## src/rtl/seven_seg_judge.sv

```systemverilog
// seven_seg_judge: read-back judge for the 7-segment slot game.
// Decodes the six active-low HEX buses back into digits. It waits until the
// buses have been unchanged for STABLE_CYCLES cycles while all reels are
// stopped. It then scores the spin once and keeps a saturating win counter.
// Optional feature macro: JUDGE_ERR_EN adds the oErr port. With it, any
// undecodable segment pattern is reported instead of scored.
// FSM state is held in r_state (state_t) for debug visibility.
module seven_seg_judge #(
  parameter int STABLE_CYCLES = 1000,
  parameter int WIN_CNT_W     = 8
) (
  input  logic                 iClk,
  input  logic                 iRst_n,
  input  logic [41:0]          iHex,
  input  logic                 iAllDisabled,
  output logic [23:0]          oDigits,
  output logic                 oValid,
  output logic [2:0]           oMatchCnt,
  output logic                 oWin,
  output logic [WIN_CNT_W-1:0] oWinCount
`ifdef JUDGE_ERR_EN
  ,
  output logic                 oErr
`endif
);

  localparam logic [15:0] LP_STABLE = 16'(STABLE_CYCLES);

  typedef enum logic [1:0] {
    ST_IDLE   = 2'd0,
    ST_SETTLE = 2'd1,
    ST_JUDGE  = 2'd2,
    ST_RESULT = 2'd3
  } state_t;

  state_t               r_state;
  logic [41:0]          r_hex_q;
  logic [15:0]          r_stab_cnt;
  logic [23:0]          r_digits;
  logic                 r_valid;
  logic [2:0]           r_match_cnt;
  logic                 r_win;
  logic [WIN_CNT_W-1:0] r_win_cnt;

  logic                 w_hex_chg;
  logic [23:0]          w_dig;
  logic [2:0]           w_match;

  // Active-low segment pattern to digit; unknown patterns read as 0.
  function automatic logic [3:0] seg_digit(input logic [6:0] seg);
    case (seg)
      7'h40:   return 4'h0;
      7'h79:   return 4'h1;
      7'h24:   return 4'h2;
      7'h30:   return 4'h3;
      7'h19:   return 4'h4;
      7'h12:   return 4'h5;
      7'h02:   return 4'h6;
      7'h78:   return 4'h7;
      7'h00:   return 4'h8;
      7'h10:   return 4'h9;
      7'h08:   return 4'hA;
      7'h03:   return 4'hB;
      7'h46:   return 4'hC;
      7'h21:   return 4'hD;
      7'h06:   return 4'hE;
      7'h0E:   return 4'hF;
      default: return 4'h0;
    endcase
  endfunction

`ifdef JUDGE_ERR_EN
  logic       r_err;
  logic [5:0] w_ok;

  // High when the segment pattern is one of the sixteen legal glyphs.
  function automatic logic seg_known(input logic [6:0] seg);
    case (seg)
      7'h40, 7'h79, 7'h24, 7'h30, 7'h19, 7'h12, 7'h02, 7'h78,
      7'h00, 7'h10, 7'h08, 7'h03, 7'h46, 7'h21, 7'h06, 7'h0E:
        return 1'b1;
      default:
        return 1'b0;
    endcase
  endfunction

  // Per-digit validity of the settled snapshot.
  always_comb begin
    w_ok = '0;
    for (int i = 0; i < 6; i++) begin
      w_ok[i] = seg_known(r_hex_q[i*7 +: 7]);
    end
  end

  assign oErr = r_err;
`endif

  assign w_hex_chg = (iHex != r_hex_q);

  // Decode the settled snapshot and count digits equal to d0 (d0 included).
  always_comb begin
    w_dig   = '0;
    w_match = '0;
    for (int i = 0; i < 6; i++) begin
      w_dig[i*4 +: 4] = seg_digit(r_hex_q[i*7 +: 7]);
    end
    for (int i = 0; i < 6; i++) begin
      if (w_dig[i*4 +: 4] == w_dig[3:0]) begin
        w_match = w_match + 3'd1;
      end
    end
  end

  // Input snapshot and saturating stability counter.
  always_ff @(posedge iClk or negedge iRst_n) begin
    if (!iRst_n) begin
      r_hex_q    <= '0;
      r_stab_cnt <= '0;
    end else begin
      r_hex_q <= iHex;
      if (w_hex_chg) begin
        r_stab_cnt <= '0;
      end else if (r_stab_cnt != LP_STABLE) begin
        r_stab_cnt <= r_stab_cnt + 16'd1;
      end
    end
  end

  // Judge FSM with registered results; oValid pulses on entry to RESULT.
  always_ff @(posedge iClk or negedge iRst_n) begin
    if (!iRst_n) begin
      r_state     <= ST_IDLE;
      r_digits    <= '0;
      r_valid     <= 1'b0;
      r_match_cnt <= '0;
      r_win       <= 1'b0;
      r_win_cnt   <= '0;
`ifdef JUDGE_ERR_EN
      r_err       <= 1'b0;
`endif
    end else begin
      r_valid <= 1'b0;
      case (r_state)
        ST_IDLE: begin
          if (iAllDisabled) begin
            r_state <= ST_SETTLE;
          end
        end
        ST_SETTLE: begin
          if (!iAllDisabled) begin
            r_state <= ST_IDLE;
          end else if (r_stab_cnt == LP_STABLE) begin
            r_state <= ST_JUDGE;
          end
        end
        ST_JUDGE: begin
          r_state  <= ST_RESULT;
          r_valid  <= 1'b1;
          r_digits <= w_dig;
`ifdef JUDGE_ERR_EN
          if (!(&w_ok)) begin
            r_err       <= 1'b1;
            r_win       <= 1'b0;
            r_match_cnt <= '0;
          end else begin
            r_err       <= 1'b0;
            r_match_cnt <= w_match;
            r_win       <= (w_match == 3'd6);
            if ((w_match == 3'd6) && (r_win_cnt != {WIN_CNT_W{1'b1}})) begin
              r_win_cnt <= r_win_cnt + 1'b1;
            end
          end
`else
          r_match_cnt <= w_match;
          r_win       <= (w_match == 3'd6);
          if ((w_match == 3'd6) && (r_win_cnt != {WIN_CNT_W{1'b1}})) begin
            r_win_cnt <= r_win_cnt + 1'b1;
          end
`endif
        end
        ST_RESULT: begin
          if (!iAllDisabled) begin
            r_state <= ST_IDLE;
            r_win   <= 1'b0;
`ifdef JUDGE_ERR_EN
            r_err   <= 1'b0;
`endif
          end
        end
        default: r_state <= ST_IDLE;
      endcase
    end
  end

  assign oDigits   = r_digits;
  assign oValid    = r_valid;
  assign oMatchCnt = r_match_cnt;
  assign oWin      = r_win;
  assign oWinCount = r_win_cnt;

endmodule
```

## config.mk

```make
export PLATFORM = sky130hd
export DESIGN_NAME = seven_seg_judge
export DESIGN_NICKNAME = d
export VERILOG_FILES = /design/src/rtl/seven_seg_judge.sv
export SDC_FILE = /design/constraint.sdc
export NUM_CORES = 1
export LEC_CHECK = 0
export CORE_MARGIN = 2
export CORE_UTILIZATION = 60
export DETAILED_ROUTE_END_ITERATION = 12
export GPL_TIMING_DRIVEN = 0
export PLACE_DENSITY = 0.86
export SKIP_LAST_GASP = 1
export SYNTH_ARGS = -nofsm -noshare
export SYNTH_HDL_FRONTEND = slang
export SYNTH_SLANG_ARGS = --single-unit
```

## constraint.sdc

```tcl
create_clock -name iClk -period 13.4 [get_ports iClk]
set_clock_uncertainty 0.1 [all_clocks]
set_input_delay 2.68 -clock iClk [delete_from_list [all_inputs] [get_ports iClk]]
set_output_delay 2.68 -clock iClk [all_outputs]
set_load 0.02 [all_outputs]
```

* After elaboration in Yosys (flattened, before gate mapping)
Cells that the tools add are included.
** Cells by class
- Add/subtract/negate cells :: 6
- Equality and inequality tests :: 100
- Muxes and demuxes :: 21
- Reduce and logical (&&, ||, !) cells :: 13
** Operator list (count)
- one-hot mux 4 bit (15 select lines) :: 6
- equality test 7 x 5 -> 1 bit (second input constant) :: 18
- equality test 7 x 6 -> 1 bit (second input constant) :: 18
- equality test 7 bit (second input constant) :: 18
- equality test 7 x 2 -> 1 bit (second input constant) :: 12
- equality test 7 x 4 -> 1 bit (second input constant) :: 12
- equality test 7 x 3 -> 1 bit (second input constant) :: 6
- logical NOT 7 bit :: 6
- inequality test 42 bit :: 1
- two-way mux 16 bit :: 2
- equality test 4 bit :: 5
- adder 16 x 1 -> 16 bit (second input constant) :: 1
- equality test 16 x 10 -> 1 bit (second input constant) :: 1
- inequality test 16 x 10 -> 1 bit (second input constant) :: 1
- adder 3 x 1 -> 3 bit (second input constant) :: 4
- two-way mux 3 bit :: 4
- two-way mux 2 bit :: 5
- adder 8 x 1 -> 8 bit (second input constant) :: 1
- inequality test 8 bit (second input constant) :: 1
- one-hot mux 2 bit (4 select lines) :: 1
- equality test 2 bit (second input constant) :: 2
- inequality test 2 bit (second input constant) :: 2
- AND reduction 2 bit :: 2
- nonzero test 2 bit :: 2
- other kinds (8) :: 9
** Storage, ports and cells
- Register bits after elaboration :: 97
- Input bits :: 45
- Output and inout port bits :: 37
- Word-level logic and storage cells :: 148

* Depth between registers and ports, before layout
- Word-level depth :: 15
- Gate-level depth with buffers :: 19
- Depth with buffers taken out :: 19

* Worst setup path after synthesis
No wires, ideal clock.
- Path kind :: register to register
- Start :: register r_hex_q[15]
- End :: register r_win_cnt[6], in the netlist oWinCount[6]
- Setup time :: 128 ps
- Arrival time :: 4285 ps
- Data required time :: 13172 ps
- Path slack :: 8887 ps
- Cell stages (with the launch flop) :: 18
- Buffers on the path :: 1
- Period minus slack after synthesis :: 4513 ps
- Cells stage by stage :: dfrtp_1 clkbuf_1 or4b_2 a21oi_1 a21oi_1 o31ai_1 xnor2_1 nor4_1 inv_1 fa_1 o31a_1 or2_2 ha_1 o211a_1 a211oi_2 nor3_2 nand4_1 mux2_1
** Between the ends
- Cells in the longest elaborated chain, start to end :: 13
- Elaborated cells between the ends (all ways) :: 27
- Classes of those cells :: add/sub: 3; eq/ne: 16; mux: 5; reduce/logical: 3
** Ends and longest elaborated chain
- start: declaration :: RTL line 37 : logic [41:0] r_hex_q;
- start signal: assignment :: RTL line 120 : r_hex_q <= iHex;
- equality test 7 x 4 -> 1 bit (tied with other cells) :: RTL line 51 : case (seg)
- one-hot mux 4 bit (15 select lines) (*) :: RTL line 51
- equality test 4 bit (*) :: RTL line 108 : if (w_dig[i*4 +: 4] == w_dig[3:0]) begin
- two-way mux 3 bit (*) :: RTL line 108
- adder 3 x 1 -> 3 bit :: RTL line 109 : w_match = w_match + 3'd1;
- two-way mux 3 bit (*) :: RTL line 108
- adder 3 x 1 -> 3 bit :: RTL line 109
- two-way mux 3 bit (*) :: RTL line 108
- adder 3 x 1 -> 3 bit :: RTL line 109
- two-way mux 3 bit (*) :: RTL line 108
- equality test 3 bit (*) :: RTL line 176 : if ((w_match == 3'd6) && (r_win_cnt != {WIN_CNT_W{1'b1}})) begin
- logical AND 1 bit (*) :: RTL line 176
- AND reduction 2 bit (no source line) (*)
- end signal: assignment :: RTL line 177 : r_win_cnt <= r_win_cnt + 1'b1;
- end: declaration :: RTL line 43 : logic [WIN_CNT_W-1:0] r_win_cnt;
Every way passes the cells marked *; elsewhere a longest branch is shown, timed or not.
A chain may end at the register's enable or synchronous reset.

* Worst setup path in the final report
Ends and elaborated chain as after synthesis.

==> key figures <==
Clocking
  – CTS Buf Count: 9
  – Cts repair resizes: 0
  – Clk sinks: 97
  – CTS Buffer Depth: 2
  – Clk pin slew, worst setup/hold paths: between 0.1 and 0.15 ns
  – Post-CTS setup buffers: 0
  – Hold_buf cts: 0
  – TritonCTS clock tree: built
  – Clock tree root buffer cell: clkbuf_8
  – H-Tree Depth: 3
  – Clk_lat worst skew: approximately 0.38 ns

Worst setup path
  – Crit-path cells: clkbuf_1 -> or4b_2 -> a21oi_1 -> a21oi_1 -> o31ai_1 -> xnor2_1 -> nor4_1 -> inv_1 -> fa_1 -> nor4_1 -> or2_2 -> ha_1 -> o211a_1 -> a211oi_2 -> nor3_2 -> nand4_1 -> mux2_1
  – CP required: between 10 and 15 ns
  – Arr. time, crit path: 5.60 ns
  – CP max stage delay: ~0.7 ns
  – Startpoint Class: flip-flop
  – R2r setup slk: between 7 and 8 ns
  – Setup crit end kind: flip-flop
  – WS Path Type: reg -> reg
  – CP max FO: 10
  – CP max-delay cell: or4b_2
  – Reg2Reg Depth: 17

GRT
  – Total GRT Usage: 0.2856
  – Antenna violations before repair: 0
  – Largest net degree at the start of global routing: 54
  – First-pass GRT wire length: 25.05 mm
  – Vias in the first global route: 5118
  – GR Overflow Total: 0

Layout
  – Share of cells above drive strength 1: 0.08886
  – Area of the multi-input gates: between 0.003 and 0.004 mm²
  – Antenna diodes: 0
  – Area growth from synthesis to layout: 20.28%
  – Final #Nets: between 800 and 900
  – Post-layout util: 0.7392
  – Filler cells: between 700 and 800
  – Register area: about 0.0024 mm²

Synthesis
  – Total number of yosys warnings: 0
  – Netlist cell types: between 70 and 80
  – Largest area contributor in the netlist: dfrtp_1
  – Synthesized area: 0.005979 mm²
  – Synth top area cells: dfrtp_1 (41%), xor2_1 (7.0%), xnor2_1 (5.9%), nand2_1 (5.1%), nor2_1 (2.9%)
  – Mapped Cells: ~660
  – Register area share after synthesis: 0.4059
  – Syn_nets: approximately 700
  – Number of synthesized flops with an enable pin: 0
  – Yosys top cell area share: 0.4059
  – Main synth FF type: dfrtp_1
  – Number of synthesized register bits: 97
  – Async S/R FF share, synth: 1.000
  – Mean Syn Cell Area: between 9 and 10 µm²

Die
  – Horiz. Die Dim: around 100 µm
  – Full die area: 0.01078 mm²
  – Die outline height: 103.8 µm
  – IO Count: just over 80
  – Initial Util: 0.6146
  – Row cnt: 36
  – Core area: between 0.009 and 0.01 mm²

Power and ir drop
  – Final total power: around 0.73 mW
  – Worst vdd ir: between 0.00005 and 0.00006 V
  – Power per cell area: 101.3 mW/mm²
  – Leakage: between 2 and 3 nW

Drt
  – Vias: roughly 5300
  – Initial DRC count: about 390
  – Routed Antenna Nets: 0
  – DR WL/cell: roughly 17 µm
  – TritonRoute pass-1 iters: 5
  – Met2 wire length: between 7 and 8 mm
  – Top Layer Used: met4
  – Met3 wire len: about 990 µm
  – DRC errors left: 0
  – Via-to-Cell Ratio: 5.938
  – Final WL: approximately 15 mm
  – M1 WL: around 6.3 mm

Run
  – Max capacitance violation total: 0

Timing
  – # setup viols final: 0
  – Min Clock Period, post-route: 5.424 ns
  – Least-Margin Pin Slew: between 0.7 and 0.8 ns
  – Hold Violations, Final: 0
  – Max Slew Vio Count: 0
  – Max Clock Freq: roughly 180 MHz
  – Slew headroom: 0.5243
  – Unrepaired setup endpoints after global routing: no
  – Crit share post-route: 0.4048
  – TNS Setup: 0 ns

Min path
  – Hold crit path type: reg -> reg
  – Hold path depth: 2

Placed design
  – IO buf count: 81
  – Placer Congestion: 0.9242
  – Post-DP HPWL: 11.11 mm

Run status
  – Status: finished clean
[final timing paths]
kind | startpoint | end
setup / recovery | r_hex_q[15] | oWinCount[6]
hold / removal | oDigits[9] | oDigits[9]
setup reg to reg | r_hex_q[15] | oWinCount[6]
hold reg to reg | oDigits[9] | oDigits[9]
max in group asynchronous | iRst_n | r_hex_q[10]
min in group asynchronous | iRst_n | r_hex_q[33]
[power breakdown]
| group | switching [mW] | internal (mW) | total [mW] |
|---|---|---|---|
| logic | 0.107 | 0.0871 | 0.194 |
| registers | 0.0142 | 0.313 | 0.328 |
| clock network | 0.117 | 0.0901 | 0.207 |
| total | 0.238 | 0.490 | 0.729 |
[Yosys cell counts, drive strengths merged (6+ instances only)]
master,instances
ha,6
nor3b,11
xnor2,40
a31oi,8
nor4,17
nor3,29
nand3,17
o21ai,34
a211oi,6
clkbuf,26
nand2b,11
buf,22
xor2,48
nor4bb,6
nand2,82
nor2,46
nand4,17
and3,6
dfrtp,97
inv,17
a21oi,26
nor2b,11
[cells by family after synthesis]
logic type,count (synthesis),synth area share
buffers and inverters,65,0.05001
AOI/OAI and AO/OA,111,0.1299
muxes,7,0.01318
xor gates and xnor gates,88,0.1289
and+or+nand+nor,281,0.2561
DFF,97,0.4059
adders and majority gates,7,0.01590
[cell usage in the layout (no fill, tap or decap), types with 4 or more instances in the layout]
cell             count
dfrtp_1             97
nand2_1             82
clkdlybuf4s50_1     80
xor2_1              48
nor2_1              46
xnor2_1             40
o21ai_0             30
a21oi_1             26
clkbuf_1            24
nor3_1              24
inv_1               17
nand4_1             17
nor4_1              17
nand3_1             16
buf_2               15
nand2b_1            11
nor3b_1             11
nor2b_1             10
clkbuf_8             9
a31oi_1              8
nor4bb_1             6
and3_1               6
ha_1                 6
a211oi_1             5
buf_4                4
o32ai_1              4
or3_1                4
[final cells by class]
| cell class | instances | share of cell area |
|---|---|---|
| multi-input cells | 494 | 0.4523 |
| flip-flops and latches | 97 | 0.3375 |
| repair buffers | 82 | 0.1162 |
| plain buffers | 48 | 0.03271 |
| well taps | 133 | 0.02314 |
| clock buffers | 9 | 0.01722 |
| clock inverters | 7 | 0.01200 |
| inverters | 17 | 0.008873 |
[metal layers]
layer	up-vias	track usage
met1	2542	0.3736
li1	2492	-
met5	-	0
met3	34	0.05916
met4	0	0.1178
met2	199	0.4648
[flip-flops by register name, indices dropped and copies added, names as in the netlist, named ones only]
register    count
oDigits        24
r_hex_q        42
oMatchCnt       3
oValid          1
oWinCount       8
oWin            1
r_state         1
r_stab_cnt     16
[worst max-delay path: cells and delay by family, from the launching register on]
family	cells	cell delay (ns)
DFF	1	0.37
AOI/OAI and AO/OA	5	1.26
buffers and inverters	2	0.37
adders and majority gates	2	0.81
muxes	1	0.32
and+or+nand+nor	6	1.93
xor gates and xnor gates	1	0.15
[stage by stage]
step / std cells / hold slack (ns) / area [µm²] / setup slack (ns)
finish: 887 / 0.3836 / 7192 / 7.976
detailed placement: 871 / 0.3626 / 6982 / 7.970
floorplan: 656 / 0.4042 / 5979 / 8.887
global placement: 870 / 0.3641 / 6957 / 6.088
CTS: 887 / 0.3867 / 7192 / 8.098
global route: 887 / 0.4165 / 7192 / 7.635
Note: power is estimated with default switching activity, not from simulation.
